File: src/rtl/food_spawner.sv
// Food placement: samples random candidates, rejects out-of-bounds or snake-overlapping
// spots, retries, and commits. Optional macro FOOD_GRID_SNAP_EN snaps candidates to the CELL grid.
module food_spawner #(
    parameter int CELL       = 10,
    parameter int H_MAX      = 640,
    parameter int V_MAX      = 480,
    parameter int MAX_LEN    = 64,
    parameter int MAX_TRIES  = 15,
    parameter int FALLBACK_X = 320,
    parameter int FALLBACK_Y = 240
) (
    input  logic                       VGA_clk,
    input  logic                       reset_n,
    input  logic [9:0]                 randX,
    input  logic [8:0]                 randY,
    input  logic                       eaten,
    input  logic [$clog2(MAX_LEN):0]   snake_len,
    output logic [$clog2(MAX_LEN)-1:0] seg_addr,
    input  logic [9:0]                 seg_x,
    input  logic [8:0]                 seg_y,
    output logic [9:0]                 food_x,
    output logic [8:0]                 food_y,
    output logic                       food_valid,
    output logic                       spawn_done,
    output logic                       fallback_used,
    output logic                       busy
);
    localparam int ADDR_W = $clog2(MAX_LEN);
    localparam int LEN_W  = ADDR_W + 1;
    localparam int TRY_W  = $clog2(MAX_TRIES + 1);
    localparam logic [10:0]      X_LIM   = 11'(H_MAX - CELL);
    localparam logic [10:0]      Y_LIM   = 11'(V_MAX - CELL);
    localparam logic [10:0]      CELL_W  = 11'(CELL);
    localparam logic [TRY_W-1:0] TRY_LIM = TRY_W'(MAX_TRIES);

    typedef enum logic [2:0] {S_SAMPLE, S_SNAP, S_SCAN, S_COMMIT, S_HOLD} state_t;
    state_t r_state, w_state_next, w_after_decide;

    logic [9:0]       r_cand_x;
    logic [8:0]       r_cand_y;
    logic [LEN_W-1:0] r_len, r_scan_cnt, w_cnt_inc;
    logic [TRY_W-1:0] r_tries, w_tries_inc;
    logic             r_fallback;

    logic        w_decide, w_oob, w_hit, w_reject, w_give_up, w_scan_done;
    logic [10:0] w_dec_x, w_dec_y, w_cx, w_cy, w_sx, w_sy, w_dx, w_dy;

`ifdef FOOD_GRID_SNAP_EN
    // Restoring division by CELL: remainder ends up in r_rem after 7 shifted subtracts.
    logic [10:0] r_rem_x, r_rem_y, w_div;
    logic [2:0]  r_snap_step;
    assign w_div    = CELL_W << (3'd6 - r_snap_step);
    assign w_decide = (r_state == S_SNAP) && (r_snap_step == 3'd7);
    assign w_dec_x  = {1'b0, r_cand_x} - r_rem_x;
    assign w_dec_y  = {2'b0, r_cand_y} - r_rem_y;
`else
    assign w_decide = (r_state == S_SAMPLE);
    assign w_dec_x  = {1'b0, randX};
    assign w_dec_y  = {2'b0, randY};
`endif

    // Segment data returned this cycle belongs to the address issued last cycle.
    assign w_cx = {1'b0, r_cand_x};
    assign w_cy = {2'b0, r_cand_y};
    assign w_sx = {1'b0, seg_x};
    assign w_sy = {2'b0, seg_y};
    assign w_dx = (w_cx >= w_sx) ? (w_cx - w_sx) : (w_sx - w_cx);
    assign w_dy = (w_cy >= w_sy) ? (w_cy - w_sy) : (w_sy - w_cy);

    assign w_hit       = (r_state == S_SCAN) && (r_scan_cnt != '0) && (w_dx < CELL_W) && (w_dy < CELL_W);
    assign w_oob       = (w_dec_x > X_LIM) || (w_dec_y > Y_LIM);
    assign w_reject    = (w_decide && w_oob) || w_hit;
    assign w_tries_inc = r_tries + TRY_W'(1);
    assign w_give_up   = (w_tries_inc == TRY_LIM);
    assign w_scan_done = (r_scan_cnt == r_len);
    assign w_cnt_inc   = r_scan_cnt + LEN_W'(1);

    always_comb begin
        w_after_decide = S_SCAN;
        if (w_oob)
            w_after_decide = w_give_up ? S_COMMIT : S_SAMPLE;
        else if (snake_len == '0)
            w_after_decide = S_COMMIT;
    end

    always_ff @(posedge VGA_clk or negedge reset_n) begin
        if (!reset_n)
            r_state <= S_SAMPLE;
        else
            r_state <= w_state_next;
    end

    always_comb begin
        w_state_next = r_state;
        case (r_state)
            S_SAMPLE: begin
`ifdef FOOD_GRID_SNAP_EN
                w_state_next = S_SNAP;
`else
                w_state_next = w_after_decide;
`endif
            end
            S_SNAP: begin
                if (w_decide)
                    w_state_next = w_after_decide;
            end
            S_SCAN: begin
                if (w_hit)
                    w_state_next = w_give_up ? S_COMMIT : S_SAMPLE;
                else if (w_scan_done)
                    w_state_next = S_COMMIT;
            end
            S_COMMIT: w_state_next = S_HOLD;
            S_HOLD: begin
                if (eaten)
                    w_state_next = S_SAMPLE;
            end
            default: w_state_next = S_SAMPLE;
        endcase
    end

    always_comb begin
        busy = (r_state != S_HOLD);
    end

    always_ff @(posedge VGA_clk or negedge reset_n) begin
        if (!reset_n) begin
            food_x        <= 10'(FALLBACK_X);
            food_y        <= 9'(FALLBACK_Y);
            food_valid    <= 1'b0;
            spawn_done    <= 1'b0;
            fallback_used <= 1'b0;
            seg_addr      <= '0;
            r_tries       <= '0;
            r_cand_x      <= '0;
            r_cand_y      <= '0;
            r_len         <= '0;
            r_scan_cnt    <= '0;
            r_fallback    <= 1'b0;
`ifdef FOOD_GRID_SNAP_EN
            r_rem_x       <= '0;
            r_rem_y       <= '0;
            r_snap_step   <= '0;
`endif
        end else begin
            spawn_done    <= 1'b0;
            fallback_used <= 1'b0;
            case (r_state)
                S_SAMPLE: begin
                    r_cand_x   <= randX;
                    r_cand_y   <= randY;
                    seg_addr   <= '0;
                    r_scan_cnt <= '0;
                    r_len      <= snake_len;
                    r_fallback <= 1'b0;
`ifdef FOOD_GRID_SNAP_EN
                    r_rem_x     <= {1'b0, randX};
                    r_rem_y     <= {2'b0, randY};
                    r_snap_step <= '0;
`endif
                end
`ifdef FOOD_GRID_SNAP_EN
                S_SNAP: begin
                    if (w_decide) begin
                        r_cand_x <= w_dec_x[9:0];
                        r_cand_y <= w_dec_y[8:0];
                        r_len    <= snake_len;
                    end else begin
                        if (r_rem_x >= w_div) r_rem_x <= r_rem_x - w_div;
                        if (r_rem_y >= w_div) r_rem_y <= r_rem_y - w_div;
                        r_snap_step <= r_snap_step + 3'd1;
                    end
                end
`endif
                S_SCAN: begin
                    r_scan_cnt <= w_cnt_inc;
                    if (w_cnt_inc < r_len)
                        seg_addr <= seg_addr + ADDR_W'(1);
                end
                S_COMMIT: begin
                    food_x        <= r_fallback ? 10'(FALLBACK_X) : r_cand_x;
                    food_y        <= r_fallback ? 9'(FALLBACK_Y) : r_cand_y;
                    food_valid    <= 1'b1;
                    spawn_done    <= 1'b1;
                    fallback_used <= r_fallback;
                    r_tries       <= '0;
                end
                S_HOLD: begin
                    if (eaten)
                        food_valid <= 1'b0;
                end
                default: ;
            endcase
            if (w_reject) begin
                r_tries    <= w_tries_inc;
                r_fallback <= w_give_up;
            end
        end
    end
endmodule

File: config.mk
export PLATFORM = sky130hd
export DESIGN_NAME = food_spawner
export DESIGN_NICKNAME = d
export VERILOG_FILES = /design/src/rtl/food_spawner.sv
export SDC_FILE = /design/constraint.sdc
export NUM_CORES = 1
export LEC_CHECK = 0
export ABC_AREA = 1
export BUFFER_PORTS_ARGS = -buffer_cell sky130_fd_sc_hd__buf_2
export CAP_MARGIN = 20
export CORE_MARGIN = 2
export CORE_UTILIZATION = 53
export CTS_CLUSTER_SIZE = 24
export DETAILED_ROUTE_END_ITERATION = 12
export HOLD_SLACK_MARGIN = 0.02
export PLACE_DENSITY = 0.8
export SYNTH_ARGS = -nofsm -noshare
export SYNTH_HDL_FRONTEND = slang
export SYNTH_SLANG_ARGS = --single-unit
File: constraint.sdc
create_clock -name VGA_clk -period 2.2 [get_ports VGA_clk]
set_input_delay 0.33 -clock VGA_clk [delete_from_list [all_inputs] [get_ports VGA_clk]]
set_output_delay 0.33 -clock VGA_clk [all_outputs]
set_load 0.1 [all_outputs]
==> results of run 1 <==
cells by family (layout without fill, tap and decap cells):
group | after synthesis | after routing | share of synthesized area, %
xor gates and xnor gates | 15 | 15 | 2.45
buffers and inverters | 138 | 316 | 9.78
and+or+nand+nor | 343 | 343 | 28.3
DFF | 69 | 69 | 32.4
adders and majority gates | 54 | 54 | 13.2
AOI/OAI and AO/OA | 125 | 125 | 13.9
through the flow:
step | setup WS (ns) | utilization (%)
detailed placement | -0.345 | 66.9
floorplan | -0.130 | -
CTS | -0.162 | 70.6
finish | -0.173 | 72.6
global placement | -0.212 | 66.9
global route | -0.381 | 72.6
layout make-up:
type | instances | area (sq um)
Fill cell | 744 | 2670
Inverter | 125 | 469
Tap cell | 133 | 166
Sequential cell | 69 | 1730
Clock buffer | 11 | 141
Timing Repair Buffer | 175 | 1150
Clock inverter | 5 | 58.8
Multi-Input combinational cell | 537 | 3380
worst min path at each step:
stage,startpoint,slack [ns],cells past startpoint,to
finish,eaten,0.19,2,r_state[2]$_DFFE_PN0P_
global placement,reset_n,0.24,1,food_x[1]$_DFFE_PN0P_
detailed placement,reset_n,0.24,1,food_x[1]$_DFFE_PN0P_
CTS,eaten,0.18,2,r_state[2]$_DFFE_PN0P_
floorplan,reset_n,0.03,0,fallback_used$_DFF_PN0_
global route,eaten,0.20,2,r_state[2]$_DFFE_PN0P_
per-layer routing:
layer,vias up,wire length [um],part of all wire (%)
met5,-,0,0
met4,0,357,2.3
met3,35,716,4.6
met2,189,7450,48
met1,2603,6930,45
li1,2729,-,-
cell usage in the layout (no fill, tap or decap), types with 5 or more instances in the layout:
cell type and instances:
ha_1 41, nand3_1 37, nor2_2 7, nand2_2 23, xor2_1 10, a21oi_2 6
nand4_1 9, ha_4 5, a31oi_1 7, nand2_1 192, buf_2 76, nor2_1 46
a21oi_1 24, o22ai_1 5, buf_4 95, o21ai_0 41, inv_1 114, o21ai_1 7
inv_2 11, dfrtp_1 63, dfstp_2 6, o31ai_1 13, clkbuf_8 10
state kept, by name (all words and copies together) (netlist names):
register       flops
r_tries            4
food_y             9
food_x            10
r_cand_x          10
r_fallback         1
fallback_used      1
seg_addr           6
food_valid         1
r_len              7
spawn_done         1
r_scan_cnt         7
r_state            3
r_cand_y           9
what timing repair did:
| action | in CTS | in global routing |
|---|---|---|
| endpoints found under the hold margin | 11 | 0 |
| buffers inserted | 6 | 4 |
| resized for setup | 33 | 44 |
| pin swaps | 17 | 16 |
| hold buffers | 1 | 0 |
| endpoints found under the setup margin | 13 | 13 |
report_power, final:
part | leakage (nW) | internal, mW | switching (mW) | total (mW)
Combinational | 2.89 | 2.68 | 5.24 | 7.91
Clock | 0.0959 | 0.558 | 0.527 | 1.08
Sequential | 0.870 | 1.81 | 0.369 | 2.18
Total | 3.85 | 5.05 | 6.13 | 11.2
==> metrics.md, run 1 <==
| Metric | Value |
|---|---|
| Run status | `finished, violations left` |
| Violated checks | `setup timing` |
| Antenna Cells | `0` |
| Largest fanout on the critical path | `3` |
| Final setup viols | `13` |
| Final Hold Viols | `0` |
| Max Freq | `421 MHz` |
| FF-to-FF Start | `r_scan_cnt[1]$_DFFE_PN0P_` |
| Worst setup EP type | `flip-flop` |
| Synthesized net count | `846` |
| Asr flop ratio synth | `100%` |
| Critical Path RT | `2.43 ns` |
| RSZ-0062 raised after global routing | `yes` |
| Hold Crit Class | `input port to flip-flop` |
| Post-DP HPWL | `11,900 um` |
| PwrDens | `1570 nW/um^2` |
| Final Cell Area | `7100 sq um` |
| GRT met2 Usage | `47.7%` |
| CP startpoint | `r_scan_cnt[1]$_DFFE_PN0P_` |
| Layout cell share with drive strength beyond 1 | `31.5%` |
| GRT Total Usage | `28.1%` |
| Synth area leaders | `dfrtp_1, nand2_1, ha_1` |
| Post-Syn Area | `approximately 5400 sq um` |
| Largest area contributor in the netlist | `dfrtp_1` |
| Mapped Cells | `around 740` |
| Most common library cells after synthesis | `nand2_1, inv_1, dfrtp_1` |
| Routability cong. | `roughly 0.93` |
| CP endpoint | `seg_addr[4]$_DFFE_PN0P_` |
| GRT Max-Usage Layer | `met2` |
| Post-synth EDFFs | `0` |
| Core area | `between 9000 and 10,000 sq um` |
| WS Path Type | `flip-flop to flip-flop` |
| Wire per inst | `about 15 um` |
| Vias in the first global route | `5,403` |
| Clock sinks | `69` |
| Final Cycle Share | `108%` |
| TritonRoute pass-1 iters | `8` |
| Vias | `5,556` |
| Leakage power | `3.85 nW` |
| Worst-margin pin slew | `~0.61 ns` |
| Area grow syn2layout | `32.5%` |
| CP peak stage delay | `0.40 ns` |
| Syn_area_per_cell | `7.20 sq um` |
| Grt met1 use | `36.1%` |
| Die Wd | `105 um` |
| Crit path cell chain | `ha_4, nand2_2, inv_2, nand2_4, nor3_2, xor2_1, ha_1, nand2_2, inv_2, nand4_1, o2111ai_2, nand2_1, nand3_2, inv_2, nand2_2, o21ai_2, a21oi_1` |
| Fin cells | `1,055` |
| Worst rel slew slack | `roughly 59%` |
| Clock Latency Late Sink | `0.36 ns` |
| Crit path max-delay cell type | `dfrtp_1` |
| CP top delay family | `simple AND/OR/NAND/NOR gates` |
| DR vias/cell | `5.27` |
| Remaining DRCs | `0` |
| R2R depth | `17` |
| Remaining Overflow, GRT | `0` |
| Most used DFF post-synth | `dfrtp_1` |
| Largest net degree at the start of global routing | `42` |
| Final wirelength | `roughly 15,000 um` |
| TritonCTS buffer count | `9` |
| GRT met3 Usage | `4.80%` |
| Ports | `a little under 80` |
| Clock transition at path regs | `around 0.070 ns` |
| Placed Instance Area | `6540 sq um` |
| Number of synthesized register bits | `69` |
| Final hold slack | `0.186 ns` |
| Worst setup margin | `-0.173 ns` |
| Crit path DAT | `2.60 ns` |
| R2R Path End | `seg_addr[4]$_DFFE_PN0P_` |
| Slew Limit Fails | `0` |
| Most common cell in the netlist | `nand2_1` |
| Final Critical Period | `2.37 ns` |
| CTS Root Cell | `clkbuf_8` |
| Die area | `10,900 sq um` |
| FF-to-FF setup slack | `-0.17 ns` |
| Input/output buffers | `76` |
| Setup Skew | `0.0142 ns` |
| DP Cell Count | `slightly above 1,000` |
| CP Buf/Inv Count | `3` |
| Initial antenna violation count | `0` |
| Row count | `36` |
| Chip height | `around 100 um` |
| Sequential area share after synthesis | `32.4%` |
| Setup TNS | `-1.48 ns` |
| Stages on worst setup path | `17` |
| Post-synthesis cell type count | `between 40 and 50` |
| Max clock buf depth | `2` |
| Synth warn | `0` |
| Antenna viol nets, final | `0` |
| Setup crit start kind | `flip-flop` |
| CTS tree | `built` |
| First-pass GRT wire length | `around 25,000 um` |
| H-tree Lvls | `3` |
| Drt first-iter violations | `322` |
| Synth top area share | `29.4%` |
| Nets@finish | `1,019` |
| Final Total Pwr | `11.2 mW` |
| Initial core utilization | `54.8%` |
| Max Cap Viol | `0` |
| Maximum VDD drop | `1.10 mV` |
Note: power is estimated with default switching activity, not from simulation.
==> inputs of run 2 (changes only) <==
--- a/config.mk
+++ b/config.mk
@@ -8,12 +8,12 @@
 export ABC_AREA = 1
 export BUFFER_PORTS_ARGS = -buffer_cell sky130_fd_sc_hd__buf_2
 export CAP_MARGIN = 20
-export CORE_MARGIN = 2
 export CORE_UTILIZATION = 53
 export CTS_CLUSTER_SIZE = 24
 export DETAILED_ROUTE_END_ITERATION = 12
 export HOLD_SLACK_MARGIN = 0.02
 export PLACE_DENSITY = 0.8
+export RECOVER_POWER = 100
 export SYNTH_ARGS = -nofsm -noshare
 export SYNTH_HDL_FRONTEND = slang
 export SYNTH_SLANG_ARGS = --single-unit
==> metrics.md, run 2 (synthesis results as in run 1) <==
| Metric | Value |
|---|---|
| Placed Instance Area | `6530 sq um (-0.11%)` |
| Ports | `77 (unchanged)` |
| Core area | `9770 sq um (unchanged)` |
| Hold Crit Class | `input port to flip-flop` |
| Input/output buffers | `76 (unchanged)` |
| Worst-margin pin slew | `1.27 ns (+0.664 ns)` |
| WS Path Type | `flip-flop to flip-flop` |
| Initial antenna violation count | `0 (unchanged)` |
| CTS tree | `built` |
| PwrDens | `1580 nW/um^2 (+0.34%)` |
| H-tree Lvls | `3 (unchanged)` |
| Remaining DRCs | `0 (unchanged)` |
| Crit path max-delay cell type | `fa_1` |
| Final Cycle Share | `111% (+2.7 points)` |
| Routability cong. | `0.922 (-0.87%)` |
| CP peak stage delay | `0.44 ns (+0.04 ns)` |
| Run status | `finished, violations left` |
| Slew Limit Fails | `0 (unchanged)` |
| Vias | `5,503 (-0.95%)` |
| Clock transition at path regs | `0.08 ns (about the same)` |
| Int Power | `4.93 mW (-2.4%)` |
| Largest net degree at the start of global routing | `48 (+14%)` |
| TritonCTS buffer count | `9 (unchanged)` |
| Flop pwr share | `19.7% (+0.2 points)` |
| Final Hold Viols | `0 (unchanged)` |
| Final Cell Area | `6970 sq um (-1.9%)` |
| Max Freq | `411 MHz (-2.4%)` |
| Layout cell share with drive strength beyond 1 | `28.2% (-3.3 points)` |
| Switching power | `6.08 mW (-0.92%)` |
| Die area | `10,500 sq um (-3.8%)` |
| Most frequent cells in the layout | `nand2_1, inv_1, buf_4` |
| Antenna Cells | `0 (unchanged)` |
| First-pass GRT wire length | `23,800 um (-4.7%)` |
| TritonRoute pass-1 iters | `5 (-3)` |
| Row count | `36 (unchanged)` |
| Initial core utilization | `54.8% (unchanged)` |
| Drt first-iter violations | `236 (-27%)` |
| Top Registers | `food_x x10, r_cand_x x10` |
| Max clock buf depth | `2 (unchanged)` |
| GRT Total Usage | `29.6% (+1.5 points)` |
| Area grow syn2layout | `30.0%` |
| Clock Latency Late Sink | `0.36 ns (about the same)` |
| Post-DP HPWL | `11,700 um (-2.1%)` |
| Final hold slack | `0.175 ns (-0.0109 ns)` |
| Worst rel slew slack | `15.1% (-44 points)` |
| RSZ-0062 raised after global routing | `yes` |
| Antenna viol nets, final | `0 (unchanged)` |
| Setup Skew | `0.00942 ns (-0.00482 ns)` |
| Vias in the first global route | `5,191 (-3.9%)` |
| Final Total Pwr | `11.0 mW (-1.6%)` |
| Chip height | `103 um (-1.9%)` |
| Violated checks | `setup timing` |
| Pre-CTS setup slack | `-0.364 ns (-0.0195 ns)` |
| Worst setup margin | `-0.232 ns (-0.0586 ns)` |
| Final setup viols | `13 (unchanged)` |
| Most common cell after layout, fill and taps aside | `nand2_1` |
| Final wirelength | `15,200 um (-1.9%)` |
| Critical Path RT | `2.46 ns (+0.03 ns)` |
| Clock sinks | `69 (unchanged)` |
| Crit path DAT | `2.69 ns (+0.09 ns)` |
| Crit path cell chain | `ha_1, fa_1, xor2_1, nand2_1, nand3_1, nand3_1, nor2_1, nand3_1, nand2_2, nand3_4, nand2_4, nor2_4, nand2_1, nand2_1` |
| Remaining Overflow, GRT | `0 (unchanged)` |
| Nets@finish | `1,017 (-0.20%)` |
| Max Cap Viol | `0 (unchanged)` |
| DR vias/cell | `5.23 (-0.77%)` |
| Worst setup EP type | `flip-flop` |
| Setup crit start kind | `flip-flop` |
| Maximum VDD drop | `1.16 mV (+5.7%)` |
| Clk pwr share | `9.6% (about the same)` |
| Die Wd | `103 um (-1.9%)` |
| Wire per inst | `14.4 um (-1.7%)` |
| Largest fanout on the critical path | `6 (+3)` |
| Final Critical Period | `2.43 ns (+0.0586 ns)` |
| Comb pwr share | `70.7% (about the same)` |
| Switch share | `55.2% (+0.37 points)` |
| CTS Root Cell | `clkbuf_8` |
| Leakage power | `3.80 nW (-1.3%)` |
## run 2: cell count changes in the layout (fill, tap and decap cells not counted), moves of 2 or more
cell        change
clkbuf_2       +16
nand2_1         +7
o21ai_4         -2
clkbuf_1       +14
buf_2          -29
clkinv_4        +3
ha_4            -3
nand3_2         +2
buf_4           -7
ha_1            +3
buf_1           +2
clkinvlp_4      -2
nand2_2         -7
## run 2: cell type report
type	instances	area, sq um
clock inverters	7	75.1
multi-input cells	537	3310
clock buffers	9	124
flip-flops and latches	69	1730
repair buffers	173	1090
well taps	133	166
fillers	812	2810
inverters	125	469
## run 2: what timing repair did
item                                    4_1_cts  5_1_grt
hold endpoints to repair                     20        0
setup buffers                                 5        4
endpoints found under the setup margin       13       13
hold buffers                                  1        0
pin swaps                                    18       20
resized for setup                            29       33
## run 2: worst max-delay path, delay by kind of cell (launching register included)
kind	cells	cell delay, ns
fa+ha+maj	2	0.66
flops	1	0.42
xor+xnor	1	0.18
simple gates	11	1.06
## run 2: final timing paths
path / cells past startpoint / endpoint / slack, ns / startpoint
max: 14 / r_tries[1]$_DFFE_PN0P_ / -0.23 / r_cand_x[0]$_DFFE_PN0P_
min: 2 / r_state[2]$_DFFE_PN0P_ / 0.18 / eaten
max reg2reg: 14 / r_tries[1]$_DFFE_PN0P_ / -0.23 / r_cand_x[0]$_DFFE_PN0P_
min reg2reg: 2 / food_y[0]$_DFFE_PN0P_ / 0.49 / food_y[0]$_DFFE_PN0P_
max in group asynchronous: 3 / food_y[6]$_DFFE_PN1P_ / 0.38 / reset_n
min in group asynchronous: 2 / r_cand_y[3]$_DFFE_PN0P_ / 0.76 / reset_n
## run 2: through the flow
| stage | setup TNS (ns) | util (%) | std cells |
|---|---|---|---|
| after floorplan | -0.198 | - | 744 |
| after global placement | -1.65 | 66.8 | 1028 |
| after detailed placement | -2.80 | 66.8 | 1028 |
| after CTS | -1.19 | 70.4 | 1050 |
| after global routing | -3.88 | 71.3 | 1053 |
| final | -2.06 | 71.3 | 1053 |
## run 2: per-layer routing
layer  vias to the layer above  global-route usage, %  part of all wire, %
met5                         -                      0                    0
met4                         0                   8.68                  2.2
met3                        29                   6.03                  4.4
met2                       162                   51.7                   49
met1                      2577                   36.9                   44
li1                       2735                      -                    -
## run 2: power groups by stage
| stage | combinational (mW) | sequential [mW] | clock [mW] |
|---|---|---|---|
| final | 7.78 | 2.16 | 1.06 |
| after global routing | 8.50 | 2.21 | 1.13 |
| after CTS | 7.60 | 2.15 | 1.08 |
| after detailed placement | 7.37 | 2.18 | 0 |
| after global placement | 7.20 | 2.14 | 0 |
| after floorplan | 3.88 | 3.44 | 0 |
